File: config.mk
export PLATFORM = sky130hd
export DESIGN_NAME = wave_sequencer
export DESIGN_NICKNAME = d
export VERILOG_FILES = /design/src/rtl/wave_sequencer.sv
export SDC_FILE = /design/constraint.sdc
export NUM_CORES = 1
export LEC_CHECK = 0
export ABC_AREA = 1
export BUFFER_PORTS_ARGS = -buffer_cell sky130_fd_sc_hd__clkbuf_2
export CAP_MARGIN = 20
export CORE_MARGIN = 3
export CORE_UTILIZATION = 43
export CTS_CLUSTER_DIAMETER = 50
export DETAILED_ROUTE_END_ITERATION = 16
export HOLD_SLACK_MARGIN = 0.02
export SYNTH_ARGS = -nofsm -noshare
export SYNTH_HDL_FRONTEND = slang
export SYNTH_SLANG_ARGS = --single-unit
File: constraint.sdc
create_clock -name clk -period 3.5 [get_ports clk]
set_clock_uncertainty 0.15 [all_clocks]
set_input_delay 0.7 -clock clk [delete_from_list [all_inputs] [get_ports clk]]
set_output_delay 0.7 -clock clk [all_outputs]
set_load 0.05 [all_outputs]
File: src/rtl/wave_sequencer.sv
// Waveform-selector sequencer: steps through the enabled selector codes of a latched mask,
// holding each for a latched dwell. Optional ROM address counter built when WAVESEQ_ROMADDR_EN is defined.
module wave_sequencer #(
    parameter int unsigned DWELL_W = 16,
    parameter int unsigned ROM_AW  = 8
) (
    input  logic               clk,
    input  logic               rst,
    input  logic               start,
    input  logic               stop,
    input  logic               loop,
    input  logic [6:0]         seqMask,
    input  logic [DWELL_W-1:0] dwell,
    output logic [2:0]         waveSelector,
    output logic [ROM_AW-1:0]  romAddr,
    output logic               busy,
    output logic               passDone
);

    typedef enum logic {IDLE, RUN} state_t;

    localparam logic [DWELL_W-1:0] DL_ONE  = DWELL_W'(1);
    localparam logic [2:0]         SEL_OFF = 3'b111;
    localparam logic [2:0]         SEL_ROM = 3'b110;

    state_t             state_q, state_d;
    logic [6:0]         mask_q, mask_d;
    logic [DWELL_W-1:0] dl_q, dl_d;
    logic [DWELL_W-1:0] cnt_q, cnt_d;
    logic [2:0]         sel_q, sel_d;
    logic               busy_q, busy_d;
    logic               pass_q, pass_d;
    logic               expire;
    logic [2:0]         first_sel;
    logic [3:0]         nxt_cur, nxt_new;

    function automatic logic [2:0] lowest_set(input logic [6:0] m);
        lowest_set = SEL_OFF;
        for (int unsigned i = 7; i > 0; i--) begin
            if (m[i-1]) lowest_set = 3'(i - 1);
        end
    endfunction

    // {found, code} of the next enabled code strictly above s
    function automatic logic [3:0] next_higher(input logic [6:0] m, input logic [2:0] s);
        next_higher = 4'b0111;
        for (int unsigned i = 7; i > 0; i--) begin
            if (m[i-1] && ((i - 1) > 32'(s))) next_higher = {1'b1, 3'(i - 1)};
        end
    endfunction

    assign expire = (cnt_q == dl_q - DL_ONE);

    always_comb begin
        state_d   = state_q;
        mask_d    = mask_q;
        dl_d      = dl_q;
        cnt_d     = cnt_q;
        sel_d     = sel_q;
        busy_d    = busy_q;
        pass_d    = 1'b0;
        first_sel = lowest_set(seqMask);
        nxt_cur   = next_higher(mask_q, sel_q);
        nxt_new   = 4'b0111;

        case (state_q)
            IDLE: begin
                if (start && !stop && (seqMask != '0)) begin
                    state_d = RUN;
                    mask_d  = seqMask;
                    dl_d    = (dwell == '0) ? DL_ONE : dwell;
                    cnt_d   = '0;
                    sel_d   = first_sel;
                    busy_d  = 1'b1;
                    nxt_new = next_higher(seqMask, first_sel);
                    pass_d  = (dl_d == DL_ONE) && !nxt_new[3];
                end
            end
            RUN: begin
                if (stop) begin
                    state_d = IDLE;
                    sel_d   = SEL_OFF;
                    busy_d  = 1'b0;
                    cnt_d   = '0;
                end else if (expire) begin
                    cnt_d = '0;
                    if (!nxt_cur[3] && !loop) begin
                        state_d = IDLE;
                        sel_d   = SEL_OFF;
                        busy_d  = 1'b0;
                    end else begin
                        sel_d   = nxt_cur[3] ? nxt_cur[2:0] : lowest_set(mask_q);
                        nxt_new = next_higher(mask_q, sel_d);
                        pass_d  = (dl_q == DL_ONE) && !nxt_new[3];
                    end
                end else begin
                    cnt_d  = cnt_q + DL_ONE;
                    // passDone is registered, so it is raised on entry to the final dwell cycle
                    pass_d = (cnt_d == dl_q - DL_ONE) && !nxt_cur[3];
                end
            end
            default: begin
                state_d = IDLE;
                sel_d   = SEL_OFF;
                busy_d  = 1'b0;
            end
        endcase
    end

    always_ff @(posedge clk or negedge rst) begin
        if (!rst) begin
            state_q <= IDLE;
            mask_q  <= '0;
            dl_q    <= '0;
            cnt_q   <= '0;
            sel_q   <= SEL_OFF;
            busy_q  <= 1'b0;
            pass_q  <= 1'b0;
        end else begin
            state_q <= state_d;
            mask_q  <= mask_d;
            dl_q    <= dl_d;
            cnt_q   <= cnt_d;
            sel_q   <= sel_d;
            busy_q  <= busy_d;
            pass_q  <= pass_d;
        end
    end

`ifdef WAVESEQ_ROMADDR_EN
    logic [ROM_AW-1:0] rom_q, rom_d;

    always_comb begin
        rom_d = rom_q;
        if (busy_d) begin
            if ((state_q == IDLE) || expire) begin
                if (sel_d == SEL_ROM) rom_d = '0;
            end else if (sel_q == SEL_ROM) begin
                rom_d = rom_q + ROM_AW'(1);
            end
        end
    end

    always_ff @(posedge clk or negedge rst) begin
        if (!rst) begin
            rom_q <= '0;
        end else begin
            rom_q <= rom_d;
        end
    end

    assign romAddr = rom_q;
`else
    assign romAddr = '0;
`endif

    assign waveSelector = sel_q;
    assign busy         = busy_q;
    assign passDone     = pass_q;

endmodule

# Word level (Yosys, flattened, before mapping)

Cells that the tools add are included.

Bits in registers: 45
Latch bits: 0
RAM bits: 0
Bits in read-only memories: 0
Input port bits: 28
Output and inout port bits: 13
Word-level logic and storage cells: 137
Memories: 0

Add/subtract/negate cells: 2
Multiply operators: 0
Divide/modulo/power cells: 0
Magnitude comparators: 18
Eq/ne operators: 7
Shift operators: 0
Multiplexer cells: 68
Bitwise operators: 1
Reduce and logical (&&, ||, !) cells: 34

Operators with widths:

| cell                    | number |
|---|---|
| $mux W4                 | 24 |
| $mux W16                | 4 |
| $mux W3                 | 20 |
| $eq A16 B1 Y1 const B   | 2 |
| $eq A16 B16 Y1          | 2 |
| $pmux W16 S2            | 1 |
| $gt A3 B3 Y1 const A    | 9 |
| $logic_and A1 B1 Y1     | 24 |
| $gt A2 B3 Y1 const A    | 6 |
| $add A16 B1 Y16 const B | 1 |
| $logic_not A16 Y1       | 1 |
| $sub A16 B1 Y16 const B | 1 |
| $mux W1                 | 14 |
| $gt A1 B3 Y1 const A    | 3 |
| $reduce_bool A7 Y1      | 1 |
| $ne A3 B2 Y1 const B    | 2 |
| $pmux W1 S2             | 3 |
| $pmux W3 S2             | 1 |
| $logic_not A1 Y1        | 5 |
| $reduce_and A2 Y1       | 2 |
| $reduce_and A3 Y1       | 1 |
| $mux W2                 | 1 |
| $ne A2 B2 Y1 const B    | 1 |
| $not A1 Y1              | 1 |

# Longest topological paths before layout

Word-level depth: 33
Depth in mapped cells: 17
Mapped depth without buffers: 16

# Least setup slack after synthesis

No wires, ideal clock.

Path type: flip-flop to flip-flop
From: register dl_q[0]
To: register cnt_q[10]
Setup time: 0.138 ns
Data arrival time: 1.984 ns
Required time: 3.212 ns
Slack: 1.228 ns
Stages on the path, launching flop included: 16
Cell sequence: dfrtp_1 -> inv_2 -> ha_1 -> nand2_1 -> nor2_1 -> nand3_1 -> nand2_1 -> nand3_1 -> nand2_1 -> nand2_1 -> nor2_1 -> nand3_1 -> nand2_2 -> buf_6 -> buf_12 -> o22ai_2

Cells in the longest elaborated chain, start to end: 5

Ends and longest elaborated chain:

| element                  | line | text |
|---|---|---|
| start: declaration       | 28   | `logic [DWELL_W-1:0] dl_q, dl_d;` |
| start signal: assignment | 122  | `dl_q <= dl_d;` |
| $sub A16 B1 Y16          | 52   | `assign expire = (cnt_q == dl_q - DL_ONE);` |
| $eq A16 B16 Y1           | 52   |  |
| $mux W16                 | 85   | `end else if (expire) begin` |
| $mux W16                 | 80   | `if (stop) begin` |
| $pmux W16 S2             | 66   | `case (state_q)` |
| end signal: assignment   | 123  | `cnt_q <= cnt_d;` |
| end: declaration         | 29   | `logic [DWELL_W-1:0] cnt_q, cnt_d;` |

Every way passes these cells.
A chain may end at the register's enable or synchronous reset.

# Final worst setup path

From: register dl_q[0]
To: register sel_q[2], in the netlist waveSelector[2]

Cells in the longest elaborated chain, start to end: 4

Ends and longest elaborated chain:

| element                            | line | text |
|---|---|---|
| $sub A16 B1 Y16                    | 52   |  |
| $eq A16 B16 Y1                     | 52   |  |
| $ne A3 B2 Y1 (no source line)      | -    |  |
| $reduce_and A2 Y1 (no source line) | -    |  |
| end signal: assignment             | 124  | `sel_q <= sel_d;` |
| end: declaration                   | 30   | `logic [2:0] sel_q, sel_d;` |

Every way passes these cells.

==> metrics <==
CP max FO 20; post-cts sizing count 0; CTS tree done; Die Area about 0.010 mm^2; hold_buf cts 0; Final HPWL DP 8400 um; Reg2Reg Capture Point waveSelector[2]; Hold WS roughly 240 ps; first-pass GRT wire length roughly 17000 um; Util after Layout between 40% and 50%; final worst path period need 2930 ps; Die Ht ~100 um; initial drt markers ~230; Worst-Margin Slew between 600 and 700 ps; PwrDens 768 mW/mm^2; Crit-path slowest cell dfrtp_1; reg2reg path depth 14; number of synthesized flops with an enable pin 0; clock slew seen by the registers of the worst setup and hold paths around 90 ps; root buf cell clkbuf_8; Final Setup Violations 0; routability cong. approximately 0.9; Final TNS setup 0 ps; Critical Path Sink Type flop; core area approximately 0.0084 mm^2; Yosys top cell area share roughly 28%; CP max stage delay ~420 ps; Netlist cell types 37; Synth top cells by count 224 x nand2_1, 73 x inv_1, 65 x nand3_1; critical path cell sequence inv_2 -> ha_1 -> nand2_1 -> nor2_1 -> nand3_1 -> nand2_1 -> nand3_1 -> nand2_1 -> nand2_1 -> nor2_1 -> nand3_1 -> nand2_2 -> nand2_1 -> o21ai_1; Synth area leaders dfrtp_1 28%, nand2_1 22%, nand3_1 8.5%; drt first pass iters 6; share of cells above drive strength 1 between 10% and 20%; post-route ant nets 0; biggest area consumer among synthesized cells dfrtp_1; Final Cycle Share a little over four fifths; CP most frequent cell nand2_1; DRC 0; CTS Buf Count 5; Mean Syn Cell Area around 6.3 um^2; gr ovfl total 0; area grow syn2layout 8.52%; slew margin rel. about three fifths; Max H-tree Level 2; WL final between 10000 and 15000 um; Post-Syn Instances between 600 and 700; Reg2Reg Launch Point dl_q[0]; Async SR Flop Fraction 100%; routed length per instance 13.7 um; ys flop type dfrtp_1; pin count of the biggest net entering global routing 43; Cell Area, Placed 0.00404 mm^2; Netlist Area Pre-Place 0.00382 mm^2; via/cell ratio roughly 5.1; number of global-route vias before repair between 3000 and 4000; dpl cells around 740; CP arrival 3010 ps; Setup crit start kind flop; worst reg2reg setup slack 570 ps; count leader, synth nand2_1; port buffer count 32; Post-CTS Setup Inserts 0; Antenna Cells 0; Critical Path RT 3580 ps; initial antenna violation count 0; RSZ-0062 raised after global routing false; Static Leak 2.18 nW; Fin. Hold Viols 0; Synth warnings 0; Nets between 600 and 700; FF+latch count, synth 45; status finished clean; sequential share of the synthesized area ~30%; Min-Delay Path Class in2async; CTS max path bufs 2; Clock Latency Late Sink 300 ps; CTS sink cnt 45; Initial Utilization 45.3%; max-slew violations 0; maximum VDD drop 0.000427 V; max cap viols 0; Chip Width ~100 um; fin area 0.00414 mm^2; gr usage total between 20 and 25%; f_max 342 MHz; IO Count slightly above 40; Non-Filler Instances about 750; Rows 33; WS Path Type reg2reg; vias 3840
## kinds of logic (layout without fill, tap and decap cells)
| logic type | count (synthesis) | after routing | share of synthesized area, % |
|---|---|---|---|
| and+or+nand+nor | 389 | 389 | 44.7 |
| other | 1 | 8 | 0.0983 |
| adders and majority gates | 3 | 3 | 0.984 |
| AOI/OAI and AO/OA | 66 | 66 | 10.9 |
| DFF | 45 | 45 | 29.6 |
| xor gates and xnor gates | 12 | 12 | 3.11 |
| buffers and inverters | 93 | 119 | 10.6 |
## metrics by stage
stage               setup WS [ps]  power, mW
floorplan                    1230       2.37
global placement              718       2.78
detailed placement            590       2.80
CTS                           577       3.18
global route                  172       3.52
finish                        573       3.18
## how the worst max path moves through the flow
stage / end / cells after the start / start
global placement: waveSelector[2] / 14 / dl_q[0]
CTS: waveSelector[2] / 14 / dl_q[0]
finish: waveSelector[2] / 14 / dl_q[0]
global route: waveSelector[2] / 14 / dl_q[0]
floorplan: cnt_q[10] / 15 / dl_q[0]
detailed placement: waveSelector[2] / 14 / dl_q[0]
## final cells by class
cell class	count	area [um^2]
clock inverters	1	5.00
inverters	76	285
flip-flops and latches	45	1130
fillers	911	4280
well taps	105	131
clock buffers	7	96.3
multi-input cells	478	2310
repair buffers	35	183
## sequential cells by signal, indices dropped and copies added (netlist names)
name          count
cnt_q            16
busy              1
passDone          1
dl_q             16
waveSelector      3
state_q           1
mask_q            7
## critical path: cells and delay by family (launching register included)
kind | cells | cell delay, ps
AOI/OAI and AO/OA | 1 | 180
adders and majority gates | 1 | 340
and+or+nand+nor | 11 | 1580
DFF | 1 | 420
buffers and inverters | 1 | 170
## metal layers
| metal | wire (um) | vias to the layer above | part of all wire (%) | GRT usage [%] |
|---|---|---|---|---|
| met2 | 4070 | 102 | 40 | 31.3 |
| met4 | 53 | 0 | 0.52 | 4.04 |
| met5 | 0 | - | 0 | 0 |
| met3 | 555 | 4 | 5.4 | 2.22 |
| met1 | 5530 | 1746 | 54 | 34.1 |
| li1 | - | 1988 | - | - |
## where the power goes
| part | switching (mW) | internal, mW | leakage (nW) |
|---|---|---|---|
| combinational | 1.31 | 0.585 | 1.55 |
| sequential | 0.218 | 0.704 | 0.575 |
| clock | 0.186 | 0.179 | 0.0542 |
| total | 1.71 | 1.47 | 2.18 |
## cell usage in the layout (no fill, tap or decap), drive strengths merged
cell,n
nand2,232
inv,75
nor2,71
nand3,67
dfrtp,42
o21ai,39
clkbuf,39
o22ai,12
nand4,11
a21oi,9
conb,8
xor2,7
nor3,4
xnor2,4
nor4,3
ha,3
buf,3
dfstp,3
o21bai,2
o31ai,2
clkinv,2
xnor3,1
a21boi,1
a31oi,1
and3,1
(Power assumes the default switching activity.)
